==> config.mk <==
export PLATFORM = sky130hd
export DESIGN_NAME = multicycle_ctrl_flat
export DESIGN_NICKNAME = d
export VERILOG_FILES = /design/src/rtl/mc_ctrl_pkg.sv /design/src/rtl/multicycle_ctrl_if.sv /design/src/rtl/multicycle_ctrl_alu_decoder.sv /design/src/rtl/multicycle_ctrl.sv /design/src/flat_wrapper.sv
export SDC_FILE = /design/constraint.sdc
export NUM_CORES = 1
export LEC_CHECK = 0
export ABC_AREA = 1
export BUFFER_PORTS_ARGS = -buffer_cell sky130_fd_sc_hd__buf_2
export CAP_MARGIN = 5
export CORE_MARGIN = 8
export CORE_UTILIZATION = 48
export CTS_BUF_LIST = sky130_fd_sc_hd__clkbuf_8
export CTS_CLUSTER_DIAMETER = 150
export CTS_CLUSTER_SIZE = 30
export DETAILED_ROUTE_END_ITERATION = 8
export GPL_TIMING_DRIVEN = 0
export PLACE_DENSITY = 0.84
export SLEW_MARGIN = 20
export SYNTH_ARGS = -nofsm -noshare
export SYNTH_HDL_FRONTEND = slang
export SYNTH_SLANG_ARGS = --single-unit
==> constraint.sdc <==
create_clock -name clk -period 3.86 [get_ports clk]
set_input_delay 0.772 -clock clk [delete_from_list [all_inputs] [get_ports clk]]
set_output_delay 0.772 -clock clk [all_outputs]
set_load 0.005 [all_outputs]
==> src/rtl/mc_ctrl_pkg.sv <==
// rtl/mc_ctrl_pkg.sv - states, opcode/funct constants and ALU encodings for the multicycle controller (MC_CTRL_JUMP_EN adds JUMP)
package mc_ctrl_pkg;

    localparam int OPW_DEF   = 6;
    localparam int FNW_DEF   = 6;
    localparam int ALUCW_DEF = 3;
    localparam int STW_DEF   = 4;

    typedef enum logic [3:0] {
        FETCH  = 4'd0,
        DECODE = 4'd1,
        MEMADR = 4'd2,
        MEMRD  = 4'd3,
        MEMWB  = 4'd4,
        MEMWR  = 4'd5,
        RTEX   = 4'd6,
        RTWB   = 4'd7,
        BEQ    = 4'd8,
        ADDIEX = 4'd9,
`ifdef MC_CTRL_JUMP_EN
        ADDIWB = 4'd10,
        JUMP   = 4'd11
`else
        ADDIWB = 4'd10
`endif
    } state_t;

    localparam logic [5:0] OP_RTYPE = 6'b000000;
    localparam logic [5:0] OP_LW    = 6'b100011;
    localparam logic [5:0] OP_SW    = 6'b101011;
    localparam logic [5:0] OP_BEQ   = 6'b000100;
    localparam logic [5:0] OP_ADDI  = 6'b001000;
    localparam logic [5:0] OP_J     = 6'b000010;

    localparam logic [5:0] FN_ADD = 6'b100000;
    localparam logic [5:0] FN_SUB = 6'b100010;
    localparam logic [5:0] FN_AND = 6'b100100;
    localparam logic [5:0] FN_OR  = 6'b100101;
    localparam logic [5:0] FN_SLT = 6'b101010;

    localparam logic [2:0] ALUC_ADD = 3'b010;
    localparam logic [2:0] ALUC_SUB = 3'b110;
    localparam logic [2:0] ALUC_AND = 3'b000;
    localparam logic [2:0] ALUC_OR  = 3'b001;
    localparam logic [2:0] ALUC_SLT = 3'b111;

    typedef enum logic [1:0] {
        ALUOP_ADD   = 2'b00,
        ALUOP_SUB   = 2'b01,
        ALUOP_FUNCT = 2'b10
    } aluop_t;

endpackage

==> src/rtl/multicycle_ctrl_if.sv <==
// rtl/multicycle_ctrl_if.sv - controller <-> datapath signal bundle
interface multicycle_ctrl_if #(
    parameter int OPW   = 6,
    parameter int FNW   = 6,
    parameter int ALUCW = 3,
    parameter int STW   = 4
);
    logic [OPW-1:0]   opcode;
    logic [FNW-1:0]   funct;
    logic             zero;
    logic             PCEn;
    logic             IorD;
    logic             MemWrite;
    logic             IRWrite;
    logic             RegDst;
    logic             MemtoReg;
    logic             RegWrite;
    logic             ALUSrcA;
    logic [1:0]       ALUSrcB;
    logic [ALUCW-1:0] ALUControl;
    logic [1:0]       PCSrc;
    logic             illegal;
    logic             instr_done;
    logic [STW-1:0]   state_o;

    modport master (
        input  opcode, funct, zero,
        output PCEn, IorD, MemWrite, IRWrite, RegDst, MemtoReg, RegWrite,
               ALUSrcA, ALUSrcB, ALUControl, PCSrc, illegal, instr_done, state_o
    );

    modport slave (
        output opcode, funct, zero,
        input  PCEn, IorD, MemWrite, IRWrite, RegDst, MemtoReg, RegWrite,
               ALUSrcA, ALUSrcB, ALUControl, PCSrc, illegal, instr_done, state_o
    );
endinterface

==> src/rtl/multicycle_ctrl_alu_decoder.sv <==
// rtl/multicycle_ctrl_alu_decoder.sv - ALUOp + funct to ALUControl; funct_valid flags supported R-type functs
module alu_decoder
    import mc_ctrl_pkg::*;
#(
    parameter int FNW   = 6,
    parameter int ALUCW = 3
) (
    input  aluop_t           aluop,
    input  logic [FNW-1:0]   funct,
    output logic [ALUCW-1:0] alu_ctrl,
    output logic             funct_valid
);
    logic [2:0] fn_ctrl;

    always_comb begin
        fn_ctrl     = ALUC_ADD;
        funct_valid = 1'b1;
        case (funct)
            FNW'(FN_ADD): fn_ctrl = ALUC_ADD;
            FNW'(FN_SUB): fn_ctrl = ALUC_SUB;
            FNW'(FN_AND): fn_ctrl = ALUC_AND;
            FNW'(FN_OR):  fn_ctrl = ALUC_OR;
            FNW'(FN_SLT): fn_ctrl = ALUC_SLT;
            default:      funct_valid = 1'b0;
        endcase
    end

    always_comb begin
        alu_ctrl = ALUCW'(ALUC_ADD);
        case (aluop)
            ALUOP_SUB:   alu_ctrl = ALUCW'(ALUC_SUB);
            ALUOP_FUNCT: alu_ctrl = ALUCW'(fn_ctrl);
            default:     alu_ctrl = ALUCW'(ALUC_ADD);
        endcase
    end
endmodule

==> src/rtl/multicycle_ctrl.sv <==
// rtl/multicycle_ctrl.sv - Moore main controller for the multicycle MIPS datapath; MC_CTRL_JUMP_EN enables j
module multicycle_ctrl
    import mc_ctrl_pkg::*;
#(
    parameter int OPW   = 6,
    parameter int FNW   = 6,
    parameter int ALUCW = 3,
    parameter int STW   = 4
) (
    input logic            clk,
    input logic            rst,
    multicycle_ctrl_if.master bus
);
    state_t           state_q, state_d;
    aluop_t           aluop;
    logic             alu_used;
    logic [ALUCW-1:0] alu_ctrl;
    logic             funct_valid;
    logic             pc_write, branch;
    logic             iord, mem_write, ir_write, reg_dst, memto_reg, reg_write, alusrc_a;
    logic [1:0]       alusrc_b, pc_src;
    logic             illegal, instr_done;

    alu_decoder #(.FNW(FNW), .ALUCW(ALUCW)) u_alu_dec (
        .aluop       (aluop),
        .funct       (bus.funct),
        .alu_ctrl    (alu_ctrl),
        .funct_valid (funct_valid)
    );

    always_ff @(posedge clk or posedge rst) begin
        if (rst) state_q <= FETCH;
        else     state_q <= state_d;
    end

    always_comb begin
        state_d    = FETCH;
        aluop      = ALUOP_ADD;
        alu_used   = 1'b0;
        pc_write   = 1'b0;
        branch     = 1'b0;
        iord       = 1'b0;
        mem_write  = 1'b0;
        ir_write   = 1'b0;
        reg_dst    = 1'b0;
        memto_reg  = 1'b0;
        reg_write  = 1'b0;
        alusrc_a   = 1'b0;
        alusrc_b   = 2'b00;
        pc_src     = 2'b00;
        illegal    = 1'b0;
        instr_done = 1'b0;
        case (state_q)
            FETCH: begin
                ir_write = 1'b1; alusrc_b = 2'b01; alu_used = 1'b1; pc_write = 1'b1;
                state_d  = DECODE;
            end
            DECODE: begin
                alusrc_b = 2'b10; alu_used = 1'b1;
                case (bus.opcode)
                    OPW'(OP_LW), OPW'(OP_SW): state_d = MEMADR;
                    OPW'(OP_RTYPE): begin
                        if (funct_valid) state_d = RTEX;
                        else             illegal = 1'b1;
                    end
                    OPW'(OP_BEQ):  state_d = BEQ;
                    OPW'(OP_ADDI): state_d = ADDIEX;
`ifdef MC_CTRL_JUMP_EN
                    OPW'(OP_J):    state_d = JUMP;
`endif
                    default:       illegal = 1'b1;
                endcase
            end
            MEMADR: begin
                alusrc_a = 1'b1; alusrc_b = 2'b10; alu_used = 1'b1;
                state_d  = (bus.opcode == OPW'(OP_SW)) ? MEMWR : MEMRD;
            end
            MEMRD: begin
                iord = 1'b1; state_d = MEMWB;
            end
            MEMWB: begin
                memto_reg = 1'b1; reg_write = 1'b1; instr_done = 1'b1;
            end
            MEMWR: begin
                iord = 1'b1; mem_write = 1'b1; instr_done = 1'b1;
            end
            RTEX: begin
                alusrc_a = 1'b1; aluop = ALUOP_FUNCT; alu_used = 1'b1; state_d = RTWB;
            end
            RTWB: begin
                reg_dst = 1'b1; reg_write = 1'b1; instr_done = 1'b1;
            end
            BEQ: begin
                alusrc_a = 1'b1; aluop = ALUOP_SUB; alu_used = 1'b1;
                pc_src   = 2'b01; branch = 1'b1; instr_done = 1'b1;
            end
            ADDIEX: begin
                alusrc_a = 1'b1; alusrc_b = 2'b10; alu_used = 1'b1; state_d = ADDIWB;
            end
            ADDIWB: begin
                reg_write = 1'b1; instr_done = 1'b1;
            end
`ifdef MC_CTRL_JUMP_EN
            JUMP: begin
                pc_src = 2'b10; pc_write = 1'b1; instr_done = 1'b1;
            end
`endif
            default: state_d = FETCH;
        endcase
    end

    // Reset forces every output low even though the state register already reads FETCH.
    assign bus.PCEn       = ~rst & (pc_write | (branch & bus.zero));
    assign bus.IorD       = ~rst & iord;
    assign bus.MemWrite   = ~rst & mem_write;
    assign bus.IRWrite    = ~rst & ir_write;
    assign bus.RegDst     = ~rst & reg_dst;
    assign bus.MemtoReg   = ~rst & memto_reg;
    assign bus.RegWrite   = ~rst & reg_write;
    assign bus.ALUSrcA    = ~rst & alusrc_a;
    assign bus.ALUSrcB    = rst ? 2'b00 : alusrc_b;
    assign bus.ALUControl = (rst || !alu_used) ? '0 : alu_ctrl;
    assign bus.PCSrc      = rst ? 2'b00 : pc_src;
    assign bus.illegal    = ~rst & illegal;
    assign bus.instr_done = ~rst & instr_done;
    assign bus.state_o    = STW'(state_q);
endmodule

==> src/flat_wrapper.sv <==
// flat-port wrapper written by rule: the top's interface ports become plain ports
module multicycle_ctrl_flat import mc_ctrl_pkg::*;
#(
    parameter int OPW   = 6,
    parameter int FNW   = 6,
    parameter int ALUCW = 3,
    parameter int STW   = 4
)
  (clk, rst, bus_opcode, bus_funct, bus_zero, bus_PCEn, bus_IorD, bus_MemWrite, bus_IRWrite, bus_RegDst, bus_MemtoReg, bus_RegWrite, bus_ALUSrcA, bus_ALUSrcB, bus_ALUControl, bus_PCSrc, bus_illegal, bus_instr_done, bus_state_o);
  multicycle_ctrl_if #(.OPW(OPW), .FNW(FNW), .ALUCW(ALUCW), .STW(STW)) bus_i ();
  input logic clk;
  input logic rst;
  input wire logic [$bits(bus_i.opcode)-1:0] bus_opcode;
  input wire logic [$bits(bus_i.funct)-1:0] bus_funct;
  input wire logic [$bits(bus_i.zero)-1:0] bus_zero;
  output wire logic [$bits(bus_i.PCEn)-1:0] bus_PCEn;
  output wire logic [$bits(bus_i.IorD)-1:0] bus_IorD;
  output wire logic [$bits(bus_i.MemWrite)-1:0] bus_MemWrite;
  output wire logic [$bits(bus_i.IRWrite)-1:0] bus_IRWrite;
  output wire logic [$bits(bus_i.RegDst)-1:0] bus_RegDst;
  output wire logic [$bits(bus_i.MemtoReg)-1:0] bus_MemtoReg;
  output wire logic [$bits(bus_i.RegWrite)-1:0] bus_RegWrite;
  output wire logic [$bits(bus_i.ALUSrcA)-1:0] bus_ALUSrcA;
  output wire logic [$bits(bus_i.ALUSrcB)-1:0] bus_ALUSrcB;
  output wire logic [$bits(bus_i.ALUControl)-1:0] bus_ALUControl;
  output wire logic [$bits(bus_i.PCSrc)-1:0] bus_PCSrc;
  output wire logic [$bits(bus_i.illegal)-1:0] bus_illegal;
  output wire logic [$bits(bus_i.instr_done)-1:0] bus_instr_done;
  output wire logic [$bits(bus_i.state_o)-1:0] bus_state_o;
  assign bus_i.opcode = bus_opcode;
  assign bus_i.funct = bus_funct;
  assign bus_i.zero = bus_zero;
  assign bus_PCEn = bus_i.PCEn;
  assign bus_IorD = bus_i.IorD;
  assign bus_MemWrite = bus_i.MemWrite;
  assign bus_IRWrite = bus_i.IRWrite;
  assign bus_RegDst = bus_i.RegDst;
  assign bus_MemtoReg = bus_i.MemtoReg;
  assign bus_RegWrite = bus_i.RegWrite;
  assign bus_ALUSrcA = bus_i.ALUSrcA;
  assign bus_ALUSrcB = bus_i.ALUSrcB;
  assign bus_ALUControl = bus_i.ALUControl;
  assign bus_PCSrc = bus_i.PCSrc;
  assign bus_illegal = bus_i.illegal;
  assign bus_instr_done = bus_i.instr_done;
  assign bus_state_o = bus_i.state_o;
  multicycle_ctrl #(.OPW(OPW), .FNW(FNW), .ALUCW(ALUCW), .STW(STW)) u_core (.clk(clk), .rst(rst), .bus(bus_i));
endmodule
== Word level (Yosys, flattened, before mapping) ==
Cells that the tools add are included.
Storage, ports and cells
  bits in registers: 4
  bits of input ports: 15
  output and inout port bits: 21
  word-level logic and storage cells: 74
Cells by class
  equal/unequal tests: 21
  multiplexer cells: 26
  bitwise gates (word level): 13
  reductions and logical operators: 13
Operator list (count)
  $eq A6 B6 Y1 const B: 7
  $pmux W4 S6: 1
  $eq A4 B3 Y1 const B: 4
  $pmux W4 S4: 1
  $mux W1: 15
  $eq A4 B4 Y1 const B: 3
  $pmux W3 S4: 1
  $and A1 B1 Y1: 11
  $reduce_or A5 Y1: 2
  $mux W3: 3
  $eq A4 B2 Y1 const B: 2
  $pmux W2 S2: 2
  $reduce_or A4 Y1: 2
  $eq A6 B3 Y1 const B: 1
  $eq A6 B4 Y1 const B: 1
  $logic_not A6 Y1: 1
  $pmux W3 S2: 1
  $reduce_or A3 Y1: 2
  $reduce_or A6 Y1: 1
  $eq A4 B1 Y1 const B: 1
  $logic_not A4 Y1: 1
  $reduce_or A2 Y1: 2
  $eq A2 B1 Y1 const B: 1
  $eq A2 B2 Y1 const B: 1
  other kinds (6): 6

== Logic depth before layout (Yosys ltp) ==
Gate-level depths: netlist of run 1.
  depth in word-level cells: 7
  mapped depth: 10
  mapped depth without buffers: 10

== Modules after synthesis ==
Synthesis of run 1 repeated with hierarchy kept, for this count alone.
Second synthesis, totals
  cells, all modules: 124
  area, all modules: 693.2 um2
By module, submodules not included
  multicycle_ctrl: instances 1, cells each 94, area an instance 541.8 um2, seq. area each 100.1 um2
  alu_decoder: instances 1, cells each 30, area an instance 151.4 um2, seq. area each 0.0 um2

== Worst setup path before layout of run 1 ==
OpenSTA, ideal clock, no wires.
  kind: input to output
  start point: input port rst
  end point: output port bus_RegWrite
  data arrival time: 1.301 ns
  data required time: 3.088 ns
  path slack: 1.787 ns
  cell stages on the path: 4
  buffers on the path: 1
  cells stage by stage: clkbuf_1 > inv_1 > nand2_1 > inv_1
Between the ends
  word-level cells in the longest chain between the ends: 2
RTL lines
  start, declared: RTL line flat_wrapper.sv:12  | input logic rst;
  $not A1 Y1: RTL line multicycle_ctrl.sv:119  | assign bus.RegWrite = ~rst & reg_write;
  $and A1 B1 Y1: RTL line multicycle_ctrl.sv:119
  end, declared: RTL line flat_wrapper.sv:22  | output wire logic [$bits(bus_i.RegWrite)-1:0] bus_RegWrite;
Every way passes these cells.

== Worst setup path in the final report of run 1 ==
  start point: register u_core.state_q[0], in the netlist u_core.bus.state_o[0]
  end point: output port bus_ALUControl[2]
Between the ends
  word-level cells in the longest chain between the ends: 6
  elaborated cells on any way between the ends: 15
  classes of those cells: eq/ne: 7; mux: 4; reduce/logical: 4
RTL lines
  start, declared: RTL line multicycle_ctrl.sv:14  | state_t state_q, state_d;
  start signal, assigned: RTL line multicycle_ctrl.sv:33  | else state_q <= state_d;
  parallel branches: the longest is 5 deep, another holds $eq A4 B4 Y1
  $mux W3 (*): RTL line multicycle_ctrl.sv:122  | assign bus.ALUControl = (rst || !alu_used) ? '0 : alu_ctrl;
  end, declared: RTL line flat_wrapper.sv:25  | output wire logic [$bits(bus_i.ALUControl)-1:0] bus_ALUControl;
Every way passes the cells marked *.

==> flow_summary.toml, run 1 <==
[run_status]
status = "finished, final reports clean"

[drt]
postRouteWirelength_um = 1840
via_per_inst = 4.75
vias = 860
drt-wirelength-per-cell_um = 10.2
dr.first_iter.drc_count = 9
antenna_left = 0
post-route-drc-count = 0
first_pass_iters = 4

[timing]
setup_viol = 0
whs_ns = 0.658
timing_hold_violations_final = 0
fin_crit_ns = 2.52
setup-tns-final_ns = 0
rsz0062_at_grt = "no"
skew_ns = 0.00594
min_period_over_period_pct = 65.2
timing.fmax_ghz = 0.397
drv_slew = 0

[global_route]
antenna_found_initial = 0
grt_max_degree = 11
grt_pass1_vias = 804
grt_pass1_wl_um = 3040
grt_overflow_total = 0
grtUsageTotal_pct = 13.6

[critical_path]
critPathRequiredTime_ns = 3.09
reg2reg_slack_ns = 2.66
path_cells = "inv_1, nand2_1, nor2_1, ha_1, nand4_1, nand2_1, nand2_1, nor2_1, buf_2"
start_kind = "register"
cpMostUsedCell = "nand2_1"
path_max_fanout = 8
cp_top_family = "simple AND/OR/NAND/NOR gates"
critPathArrivalTime_ns = 1.75
critical_path_buf_inv_count = 2
critPathCaptureType = "output pin"
max_stage_delay_ns = 0.46
crit_path_top_delay_cell = "dfrtp_1"
crit_type = "reg2out"

[yosys]
synth_edf_count = 0
ys.flop_type = "dfrtp_1"
ys_warn_count = 0
ys_seq_elements = 4
syn_area_per_cell_um2 = 4.96
syn_inst = 129
synth_area_um2 = 639
yosysSeqAreaShare_pct = 15.7
syn_nets = 146
synth_cell_types = 17
ys_async_sr_fraction_pct = 100

[clock_network]
cts_buffers = 3
cts_tree = "done"
htreeDepth = 1
root_buffer = "clkbuf_8"
clock_path_buffers = 2
clock-sinks = 4
holdBufCountCts = 0
cts_setup_buffers = 0
clk_pin_slew_worst_paths_ns = 0.03
clock_latency_ns = 0.22
cts.repair.resized = 0

[cells_and_area]
fin_cells = 181
largest_register_ffs = 4
n_antenna_cell = 0
area_growth_pct = 36.0
layout-drive-gt1-share_pct = 26.5
fin_nets = 185

[run]
maxCapViolations = 0

[floorplan]
die_width_um = 52.5
std_cell_rows = 13
die_h_um = 52.5
dieArea_mm2 = 0.00276
io_pins = 36
initial_core_util_pct = 50.4
coreArea_mm2 = 0.00127

[placement]
place_hpwl_um = 1610
place_inst = 178
gp_congestion = 0.827
io_buffers = 34

[pwr]
p_leak_nw = 0.588
max-vdd-ir-drop_mv = 0.349
cellPowerDensity_mw_per_mm2 = 372

[min_path]
hp-class = "reg2reg"
cell families (layout without fill, tap and decap cells):
logic type      count (synthesis)  after routing  share of synthesized area (%)
simple gates                   79             79                           49.9
fa+ha+maj                       2              2                           3.91
other cells                     1              1                          0.587
buf+inv                        32             69                           20.0
compound gates                 11             11                           9.98
flops                           4              4                           15.7
synthesized netlist by cell type, types with 2 or more instances:
cell     instances  area (um2)
nand2_1         32         120
nor2_1          32         120
inv_1           28         105
nand3_1         12        60.1
a21oi_1          5        25.0
dfrtp_1          4         100
o21ai_0          3        15.0
a21oi_2          2        17.5
buf_4            2        15.0
ha_1             2        25.0
metal layers:
layer / routed length, um / global-route usage [%] / up-vias / part of all wire, %
li1: - / - / 461 / -
met1: 757 / 14.1 / 368 / 41
met2: 893 / 24.3 / 29 / 49
met3: 171 / 4.83 / 2 / 9.3
met4: 18 / 4.74 / 0 / 0.98
met5: 0 / 0 / - / 0
tightest hold or removal path: stages (launching register included):
cell and delay (ns):
dfrtp_1 0.41, nand2_1 0.11, o22ai_1 0.08
path summary, 6_finish.rpt:
| kind | startpoint | end | cells after the start |
|---|---|---|---|
| max reg2reg | u_core.bus.state_o[0]$_DFF_PP0_ | u_core.bus.state_o[1]$_DFF_PP0_ | 7 |
| min reg2reg | u_core.bus.state_o[3]$_DFF_PP0_ | u_core.bus.state_o[3]$_DFF_PP0_ | 2 |
| min | u_core.bus.state_o[3]$_DFF_PP0_ | u_core.bus.state_o[3]$_DFF_PP0_ | 2 |
| max in group asynchronous | rst | u_core.bus.state_o[3]$_DFF_PP0_ | 3 |
| max | u_core.bus.state_o[0]$_DFF_PP0_ | bus_ALUControl[2] | 9 |
| min in group asynchronous | rst | u_core.bus.state_o[0]$_DFF_PP0_ | 3 |
where the power goes:
| group | switching, W | internal (W) |
|---|---|---|
| clock network | 0.0000203 | 0.0000663 |
| logic | 0.0000985 | 0.0000672 |
| registers | 0.0000190 | 0.0000519 |
| total | 0.000138 | 0.000185 |
metrics by stage:
step | util, % | total power [W] | setup WS [ns] | area (um2)
3_3_place_gp | 65.3 | 0.000233 | 1.42 | 828
2_1_floorplan | - | 0.000172 | 1.79 | 639
6_report | 68.5 | 0.000323 | 1.34 | 870
3_5_place_dp | 65.3 | 0.000237 | 1.37 | 828
4_1_cts | 68.5 | 0.000325 | 1.36 | 870
5_1_grt | 68.5 | 0.000355 | 1.23 | 870
cells in the final DEF, fill, tap and decap left out:
master	count
buf_2	34
nor2_1	32
nand2_1	32
inv_1	28
nand3_1	12
a21oi_1	5
dfrtp_1	4
o21ai_0	3
clkbuf_8	3
a21oi_2	2
ha_1	2
buf_4	2
clkbuf_1	1
inv_2	1
nor2_2	1
nand2_2	1
o22ai_1	1
nand4_1	1
conb_1	1
area by class of cell:
type                            count  area [um2]
Clock buffer                        3        41.3
Fill cell                         140         399
Timing Repair Buffer               34         170
Inverter                           29         109
Multi-Input combinational cell     93         412
Sequential cell                     4         100
Buffer                              3        18.8
Tap cell                           15        18.8
Note: power is estimated with default switching activity, not from simulation.
==> inputs of run 2 (changes only) <==
--- a/config.mk
+++ b/config.mk
@@ -5,17 +5,17 @@
 export SDC_FILE = /design/constraint.sdc
 export NUM_CORES = 1
 export LEC_CHECK = 0
-export ABC_AREA = 1
+export ABC_AREA = 0
 export BUFFER_PORTS_ARGS = -buffer_cell sky130_fd_sc_hd__buf_2
 export CAP_MARGIN = 5
 export CORE_MARGIN = 8
-export CORE_UTILIZATION = 48
+export CORE_UTILIZATION = 40
 export CTS_BUF_LIST = sky130_fd_sc_hd__clkbuf_8
 export CTS_CLUSTER_DIAMETER = 150
 export CTS_CLUSTER_SIZE = 30
 export DETAILED_ROUTE_END_ITERATION = 8
 export GPL_TIMING_DRIVEN = 0
-export PLACE_DENSITY = 0.84
+export PLACE_DENSITY = 0.75
 export SLEW_MARGIN = 20
 export SYNTH_ARGS = -nofsm -noshare
 export SYNTH_HDL_FRONTEND = slang
==> constraint.sdc (replaced) <==
create_clock -name clk -period 2.28 [get_ports clk]
set_input_delay 0.456 -clock clk [delete_from_list [all_inputs] [get_ports clk]]
set_output_delay 0.456 -clock clk [all_outputs]
set_load 0.005 [all_outputs]
==> flow_summary.toml, run 2 <==
[yosys]
ys_seq_elements = 4
ys.flop_type = "dfrtp_1"
yosysSeqAreaShare_pct = 16.4
syn_inst = 84
syn_area_per_cell_um2 = 7.27
ys_async_sr_fraction_pct = 100
yosysTopAreaCell = "dfrtp_1"
synth_top_area_share_pct = 16.4
synth_area_um2 = 611
syn_nets = 101
ys_warn_count = 0
synth.most_common_cell = "nor2_1"
synth_edf_count = 0
synth_area_leaders = "dfrtp_1, nor2_1, nor3_1, nand2b_1, a2111oi_4"
yosys-top-cells-count = "nor2_1, nor3_1, inv_1, nand2b_1"
synth_cell_types = 38

[cells_and_area]
fin_cells = 145
final_cell_mix = "buf_2, nor2_1, buf_4"
fin_nets = 148
layout-drive-gt1-share_pct = 55.0
design_area_um2 = 998
largest_register_ffs = 4
final_common_cell = "buf_2"
n_antenna_cell = 0
area_growth_pct = 63.5

[timing]
rsz0062_at_grt = "yes"
timing_hold_violations_final = 0
setup-tns-final_ns = 0
tightest_slew_ns = 0.512
whs_ns = 0.147
relSlewSlack_pct = 65.5
fin_crit_ns = 2.26
skew_ns = 0.00148
drv_slew = 0
min_period_over_period_pct = 99.0
timing.fmax_ghz = 0.443
setup_viol = 0

[floorplan]
io_pins = 36
std_cell_rows = 14
coreArea_mm2 = 0.00147
initial_core_util_pct = 41.5
dieArea_mm2 = 0.00303
die_h_um = 55.1
die_width_um = 55.1

[global_route]
grt_max_degree = 11
grt_overflow_total = 0
grt_pass1_wl_um = 3130
antenna_found_initial = 0
grt_pass1_vias = 759
grtUsageTotal_pct = 13.7

[clock_network]
clock_path_buffers = 2
clock-sinks = 4
clock_latency_ns = 0.21
cts_tree = "done"
cts_buffers = 3
root_buffer = "clkbuf_8"
clk_pin_slew_worst_paths_ns = 0.03
htreeDepth = 1
holdBufCountCts = 0

[pwr]
combPwrFrac_pct = 59.1
max-vdd-ir-drop_mv = 0.377
p_int_w = 0.000380
swShare_pct = 39.5
pwr-share-seq_pct = 17.0
p_switching_w = 0.000248
clock_power_share_pct = 23.8
cellPowerDensity_mw_per_mm2 = 629
p_leak_nw = 0.486
totalPowerFinal_w = 0.000628

[run_status]
status = "finished, final reports clean"

[critical_path]
critPathRequiredTime_ns = 1.82
crit_type = "reg2out"
path_max_fanout = 4
reg2reg_slack_ns = 0.89
reg2reg_from = "u_core.bus.state_o[1]$_DFF_PP0_"
critPathArrivalTime_ns = 1.80
worstRegToRegCells = 3
critPathCaptureType = "output pin"
start_kind = "register"
r2r_end = "u_core.bus.state_o[0]$_DFF_PP0_"

[drt]
postRouteWirelength_um = 2290
antenna_left = 0
vias = 815
via_per_inst = 5.62
dr.first_iter.drc_count = 48
drt-wirelength-per-cell_um = 15.8
post-route-drc-count = 0
first_pass_iters = 4

[placement]
place_hpwl_um = 1540
place_inst = 134
io_buffers = 34
dpl_cell_area_um2 = 801
gp_congestion = 0.855

[run]
maxCapViolations = 0

[min_path]
hp-class = "in2async"
run 2: changes by cell type in the layout (fill, tap and decap cells not counted), sizes merged, moves of 3 or more:
cell	delta
inv	-23
clkbuf	+3
a21oi	-3
nand2	-29
nand2b	+6
buf	+9
nand3	-12
nor3	+8
nor2	-21
run 2: worst max path at each step:
| stage | from | end | slack, ns |
|---|---|---|---|
| floorplan | u_core.bus.state_o[2]$_DFF_PP0_ | bus_ALUControl[1] | 0.16 |
| global placement | u_core.bus.state_o[2]$_DFF_PP0_ | bus_ALUControl[1] | -0.08 |
| detailed placement | u_core.bus.state_o[2]$_DFF_PP0_ | bus_ALUControl[1] | -0.14 |
| CTS | u_core.bus.state_o[3]$_DFF_PP0_ | bus_ALUControl[1] | 0.02 |
| global route | u_core.bus.state_o[3]$_DFF_PP0_ | bus_ALUControl[1] | -0.04 |
| finish | u_core.bus.state_o[2]$_DFF_PP0_ | bus_ALUControl[1] | 0.02 |
run 2: power by group through the flow:
stage / Clock, W / Combinational, W / Sequential [W]
6_report: 0.000150 / 0.000371 / 0.000107
5_1_grt: 0.000156 / 0.000397 / 0.000109
4_1_cts: 0.000151 / 0.000336 / 0.000104
3_5_place_dp: 0 / 0.000299 / 0.000105
3_3_place_gp: 0 / 0.000293 / 0.000103
2_1_floorplan: 0 / 0.000191 / 0.000104
run 2: routing by layer:
metal  GRT usage (%)  vias up  part of all wire [%]
li1                -      388                     -
met1            14.4      377                    38
met2            25.6       42                    52
met3           0.535        8                   6.6
met4            8.80        0                   3.5
met5               0        -                     0
run 2: per-stage QoR:
step	utilization [%]	setup slack (ns)
after CTS	63.9	0.0182
after floorplan	-	0.156
after global placement	54.4	-0.0814
after detailed placement	54.4	-0.143
final	67.9	0.0239
after global routing	67.9	-0.0378
run 2: cell families after synthesis:
| logic type | synth area share, % |
|---|---|
| multiplexers | 3.48 |
| AO/OA/AOI/OAI | 22.7 |
| buffers and inverters | 9.42 |
| other | 0.614 |
| AND/OR/NAND/NOR | 40.4 |
| adder cells (fa/ha/maj) | 4.10 |
| flip-flops | 16.4 |
| XOR/XNOR | 2.87 |
run 2: cell type report:
| class | instances | area (um2) |
|---|---|---|
| Buffer | 7 | 61.3 |
| Tap cell | 16 | 20.0 |
| Timing Repair Buffer | 42 | 234 |
| Clock buffer | 3 | 41.3 |
| Inverter | 6 | 25.0 |
| Fill cell | 122 | 473 |
| Sequential cell | 4 | 100 |
| Multi-Input combinational cell | 67 | 517 |
run 2: critical path, stage by stage (launching register included):
cell and delay [ns]:
dfrtp_1 0.41, nand2b_4 0.16, or3_4 0.40, ha_4 0.23, nor2_2 0.09, o21a_1 0.12, nor2_1 0.03, buf_2 0.13
run 2: timing repair:
| action | in CTS | in global routing |
|---|---|---|
| buffers inserted | 5 | 3 |
| endpoints found under the setup margin | 3 | 2 |
| resized for setup | 13 | 11 |
| pin swaps | 1 | 6 |
| cloned | 0 | 0 |
